[config.mk]
export PLATFORM = sky130hd
export DESIGN_NAME = rf_wport_arbiter
export DESIGN_NICKNAME = d
export VERILOG_FILES = /design/src/rtl/rf_pkg.sv /design/src/rtl/rr_arbiter.sv /design/src/rtl/rf_wport_arbiter.sv
export SDC_FILE = /design/constraint.sdc
export NUM_CORES = 1
export LEC_CHECK = 0
export ABC_AREA = 1
export BUFFER_PORTS_ARGS = -buffer_cell sky130_fd_sc_hd__buf_2
export CAP_MARGIN = 20
export CORE_UTILIZATION = 43
export CTS_BUF_LIST = sky130_fd_sc_hd__clkbuf_2
export CTS_CLUSTER_SIZE = 10
export DETAILED_ROUTE_END_ITERATION = 8
export PLACE_DENSITY = 0.86
export SLEW_MARGIN = 20
export SYNTH_ARGS = -nofsm -noshare
export SYNTH_HDL_FRONTEND = slang
export SYNTH_SLANG_ARGS = --single-unit
[constraint.sdc]
create_clock -name clk -period 1.3 [get_ports clk]
set_input_delay 0.065 -clock clk [delete_from_list [all_inputs] [get_ports clk]]
set_output_delay 0.065 -clock clk [all_outputs]
set_load 0.01 [all_outputs]
[src/rtl/rf_pkg.sv]
// Shared register-file definitions: widths, the hard-wired zero register and
// the write-request record used by write-port requesters.
package rf_pkg;

    localparam int DATA_WIDTH = 32;
    localparam int ADDR_WIDTH = 5;
    localparam int NUM_REGS   = 32;
    localparam logic [4:0] ZERO_REG = 5'd0;

    typedef struct packed {
        logic [ADDR_WIDTH-1:0] addr;
        logic [DATA_WIDTH-1:0] data;
    } wr_req_t;

    // Modulo-n increment without a divider.
    function automatic int wrapInc(input int idx, input int n);
        return (idx + 1 >= n) ? 0 : idx + 1;
    endfunction

endpackage

[src/rtl/rr_arbiter.sv]
// Combinational round-robin picker: grants the first requester at or after
// the pointer, wrapping modulo N. Kept stateless for reuse on other ports.
module rr_arbiter #(
    parameter int N = 2
) (
    input  logic [N-1:0]         i_req,
    input  logic [$clog2(N)-1:0] i_ptr,
    output logic [N-1:0]         o_grant,
    output logic                 o_found
);
    import rf_pkg::*;

    localparam int PW = $clog2(N);

    int w_scanIdx;

    always_comb begin
        o_grant   = '0;
        o_found   = 1'b0;
        w_scanIdx = 0;
        for (int k = 0; k < N; k++) begin
            w_scanIdx = int'(i_ptr) + k;
            if (w_scanIdx >= N) begin
                w_scanIdx = w_scanIdx - N;
            end
            if (!o_found && i_req[w_scanIdx[PW-1:0]]) begin
                o_grant[w_scanIdx[PW-1:0]] = 1'b1;
                o_found                    = 1'b1;
            end
        end
    end

endmodule

[src/rtl/rf_wport_arbiter.sv]
// Shares the register file's single write port among NREQ requesters with
// round-robin priority and one registered stage that doubles as a bypass tap.
module rf_wport_arbiter #(
    parameter int DATA_WIDTH = rf_pkg::DATA_WIDTH,
    parameter int ADDR_WIDTH = rf_pkg::ADDR_WIDTH,
    parameter int NREQ       = 2
) (
    input  logic                       clk,
    input  logic                       rst,
    input  logic [NREQ-1:0]            req_valid,
    output logic [NREQ-1:0]            req_ready,
    input  logic [NREQ*ADDR_WIDTH-1:0] req_waddr,
    input  logic [NREQ*DATA_WIDTH-1:0] req_wdata,
    output logic                       rf_wen,
    output logic [ADDR_WIDTH-1:0]      rf_waddr,
    output logic [DATA_WIDTH-1:0]      rf_wdata,
    output logic [$clog2(NREQ)-1:0]    grant_id,
    output logic                       fwd_valid
);
    import rf_pkg::*;

    localparam int IDW = $clog2(NREQ);

    typedef struct packed {
        logic [ADDR_WIDTH-1:0] addr;
        logic [DATA_WIDTH-1:0] data;
    } wreq_t;

    logic [IDW-1:0]        r_ptr;
    logic                  r_valid;
    logic                  r_wen;
    logic [ADDR_WIDTH-1:0] r_waddr;
    logic [DATA_WIDTH-1:0] r_wdata;
    logic [IDW-1:0]        r_gid;

    logic [NREQ-1:0]       w_grant;
    logic                  w_found;
    logic [IDW-1:0]        w_idx;
    wreq_t                 w_sel;

    rr_arbiter #(
        .N(NREQ)
    ) u_rr (
        .i_req  (req_valid),
        .i_ptr  (r_ptr),
        .o_grant(w_grant),
        .o_found(w_found)
    );

    // One-hot grant to index plus winner's request mux.
    always_comb begin
        w_idx = '0;
        w_sel = '0;
        for (int i = 0; i < NREQ; i++) begin
            if (w_grant[i]) begin
                w_idx      = IDW'(i);
                w_sel.addr = req_waddr[i*ADDR_WIDTH +: ADDR_WIDTH];
                w_sel.data = req_wdata[i*DATA_WIDTH +: DATA_WIDTH];
            end
        end
    end

    // The stage never stalls, so the winner is accepted whenever out of reset.
    assign req_ready = w_grant & {NREQ{rst}};

    always_ff @(posedge clk or negedge rst) begin
        if (!rst) begin
            r_ptr <= '0;
        end else if (w_found) begin
            r_ptr <= IDW'(wrapInc(int'(w_idx), NREQ));
        end
    end

    // x0 writes still occupy the stage (visible on the tap) but never enable the file.
    always_ff @(posedge clk or negedge rst) begin
        if (!rst) begin
            r_valid <= 1'b0;
            r_wen   <= 1'b0;
            r_waddr <= '0;
            r_wdata <= '0;
            r_gid   <= '0;
        end else if (w_found) begin
            r_valid <= 1'b1;
            r_wen   <= (w_sel.addr != ADDR_WIDTH'(ZERO_REG));
            r_waddr <= w_sel.addr;
            r_wdata <= w_sel.data;
            r_gid   <= w_idx;
        end else begin
            r_valid <= 1'b0;
            r_wen   <= 1'b0;
        end
    end

    assign rf_wen    = r_wen;
    assign rf_waddr  = r_waddr;
    assign rf_wdata  = r_wdata;
    assign grant_id  = r_gid;
    assign fwd_valid = r_valid;

endmodule
==> out/results.md <==
| Item | Value |
|:---|:---|
| Status | finished, violations left |
| Violations in the final reports | negative setup slack |
| Total half-perimeter wirelength after legalization and detailed placement | 3.698 mm |
| Post-synthesis to final-layout area growth | 94.32% |
| Net count, final | 516 |
| DIE WIDTH | 67.58 µm |
| Number of pins exceeding their max-slew limit in the final report | 0 |
| Per-cell via count in the routed design | 5.164 |
| Antenna violation net count after detailed routing | 0 |
| Placed Instances | 390 |
| Fraction of registers with async set or reset after synthesis | 100.0% |
| Wire length after detailed routing | 8.236 mm |
| Combined flip-flop and latch cell area | 1026 µm² |
| Initial Util | 45.58% |
| Number of fill cells in the layout | 196 |
| Setup crit start kind | register |
| Synth top cells by count | sky130_fd_sc_hd__nand2_1 (118), sky130_fd_sc_hd__dfrtp_1 (41), sky130_fd_sc_hd__nand3_1 (41) |
| Yosys warning total | 0 |
| Number of global-route vias before repair | 2422 |
| Wire per inst | 16.84 µm |
| Clock latency reported for the late side of the worst-skew pair | 0.37 ns |
| Power per unit of standard cell area | 920.1 nW/µm² |
| Most instantiated library cell after synthesis | sky130_fd_sc_hd__nand2_1 |
| Multi-input logic area | 765.7 µm² |
| Max-capacitance violation count | 0 |
| Syn_nets | 304 |
| Height of the die | 67.58 µm |
| Initial DRC count | 147 |
| Clock tree root buffer cell | sky130_fd_sc_hd__clkbuf_2 |
| Worst setup slack for register-to-register paths | -0.13 ns |
| Final Cycle Share | 109.9% |
| Number of distinct library cells after synthesis | 14 |
| Mapped Cells | 226 |
| Proportion of power drawn by combinational gates | 37.6% |
| Area of the core | 4058 µm² |
| Worst VDD drop | 0.0006884 V |
| Final hold violations | 0 |
| Clk network pwr share | 15.3% |
| CTS Buffer Depth | 2 |
| Required @ worst endpoint | 1.24 ns |
| Largest net degree at the start of global routing | 38 |
| Initial DRT Pass Iterations | 5 |
| Remaining design rule violation count | 0 |
| RePlAce Congestion | 0.7881 |
| Global routing usage summed across all routing layers | 31.42% |
| Number of top-level design ports | 120 |
| Dominant cells by area after synthesis | sky130_fd_sc_hd__dfrtp_1 (55%), sky130_fd_sc_hd__nand2_1 (24%), sky130_fd_sc_hd__nand3_1 (11%) |
| Setup CP Type | reg -> out |
| Arrival time reported for the critical path endpoint | 1.36 ns |
| Number of flops mapped to enable cells by yosys | 0 |
| CTS HTree Levels | 2 |
| Tightest slew margin relative to the limit | 82.52% |
| Syn_area_per_cell | 8.183 µm² |
| Hold Path Class | in -> reg |
| Overall via count from detail_route | 2525 |
| Final setup vio count | 39 |
| Clock sink count | 41 |
| Clock slew seen by the registers of the worst setup and hold paths | 0.20 ns |
| Shortest clock period the worst path allows after layout | 1.429 ns |
| Share of final-layout standard cells stronger than drive strength 1 | 37.67% |
| Post-Place Cell Area | 2481 µm² |
| Portion of total power attributed to sequential cells | 47.1% |
| Share of total power consumed by net switching | 33.73% |
| First-pass GRT wire length | 10.40 mm |
| Slew at the pin closest to its max-slew limit | 0.2622 ns |
| Number of CTS-inserted buffers | 5 |
| LEAKAGE | 1.914 nW |
| Switching power of the nets | 1.115 mW |
| Port Buf Inserts | 119 |
| Worst-path fanout max | 5 |
| TritonCTS clock tree | yes |
| Row cnt | 23 |
| Critical Path Sink Type | primary output |
| Setup clock skew after layout | 0.02087 ns |
| Finished Cell Area | 3593 µm² |
| Total chip power | 3.306 mW |
| Internal portion of total power | 2.191 mW |
| RSZ-0062 raised after global routing | yes |
| Yosys reg bits | 41 |
| Final std cells w/o fill | 489 |
| Die area | 4567 µm² |
| Share of the synthesized area in the top cell type | 55.48% |
| Peak Freq | 699.8 MHz |
| Sequential-to-total area share from yosys stat | 55.48% |
| Most area-hungry cell type in the Yosys netlist | sky130_fd_sc_hd__dfrtp_1 |
| GRT Residual Overflow | 0 |
| Worst setup margin | -0.1290 ns |
| Setup tns final | -3.581 ns |
| Netlist area before placement | 1849 µm² |
| Top FF cell, synth | sky130_fd_sc_hd__dfrtp_1 |
| Number of antenna violations at the first check in global routing | 0 |
## what timing repair did
item                                    4_1_cts  5_1_grt
hold buffers                                 76        0
cloned                                        0        6
endpoints found under the setup margin        2       40
endpoints found under the hold margin        80        0
resized for setup                            11       25
setup buffers                                 5        5
pin swaps                                     2        4
## per-stage QoR
stage	worst slack (ns)	hold slack [ns]	utilization (%)
5_1_grt	-0.2003	0.04924	88.50
3_3_place_gp	0.1370	0.1249	61.15
3_5_place_dp	0.06607	0.1224	61.15
6_report	-0.1290	0.05825	88.56
4_1_cts	-0.1438	0.02557	82.64
2_1_floorplan	0.2237	-0.2306	-
## final cells by class
type / count / area share, %
inverter: 8 / 1.393
multi-input combinational: 166 / 21.31
timing repair inverter: 4 / 1.253
timing repair buffer: 212 / 44.74
tap: 50 / 1.741
clock buffer: 6 / 0.8357
antenna: 1 / 0.06964
clock inverter: 1 / 0.1045
sequential: 41 / 28.55
## registers in the layout, summed over array words and instances (netlist names)
| signal | count |
|---|---|
| rf_wen | 1 |
| fwd_valid | 1 |
| rf_wdata | 32 |
| r_ptr | 1 |
| grant_id | 1 |
| rf_waddr | 5 |
## routing by layer
metal,global-route usage (%),wire [µm],share of wire [%],up-vias
li1,-,-,-,1141
met1,30.57,2872,35,1178
met2,58.79,4501,55,173
met3,7.601,607,7.4,33
met4,18.88,255,3.1,0
met5,0,0,0,-
## layout by cell type (no fill, tap or decap), drive strengths merged
cell type and instances:
o21ai 1, inv 10, a21oi 1, buf 134, clkbuf 8, nand2 119, nand3 42, nor2 3
clkinv 3, dfrtp 41, diode 1, dlygate4sd3 76
## power by group through the flow
stage	Sequential [mW]	Combinational [mW]	Clock (mW)
2_1_floorplan	1.65	0.329	0
3_3_place_gp	1.56	0.777	0
3_5_place_dp	1.57	0.804	0
4_1_cts	1.55	1.03	0.516
5_1_grt	1.57	1.33	0.568
6_report	1.56	1.24	0.505
## worst max-delay path: stages (launching register included)
cell and delay [ns]:
sky130_fd_sc_hd__dfrtp_1 0.49, sky130_fd_sc_hd__buf_6 0.15, sky130_fd_sc_hd__inv_4 0.07, sky130_fd_sc_hd__nand2_8 0.06, sky130_fd_sc_hd__nand2_4 0.06, sky130_fd_sc_hd__nor2_1 0.04, sky130_fd_sc_hd__buf_2 0.13
## final timing paths
kind | cells after the start | from | end
min reg2reg | 2 | rf_wdata[26] | rf_wdata[26]
max | 6 | r_ptr | req_ready[1]
max in group asynchronous | 3 | rst | rf_wdata[12]
min | 2 | req_valid[1] | r_ptr
max reg2reg | 9 | r_ptr | rf_wdata[31]
min in group asynchronous | 3 | rst | rf_wdata[22]
## kinds of logic after synthesis
logic type	synth area share, %
buffers and inverters	6.969
AOI/OAI and AO/OA	0.7441
DFF	55.48
and+or+nand+nor	36.81
(Power assumes the default switching activity.)
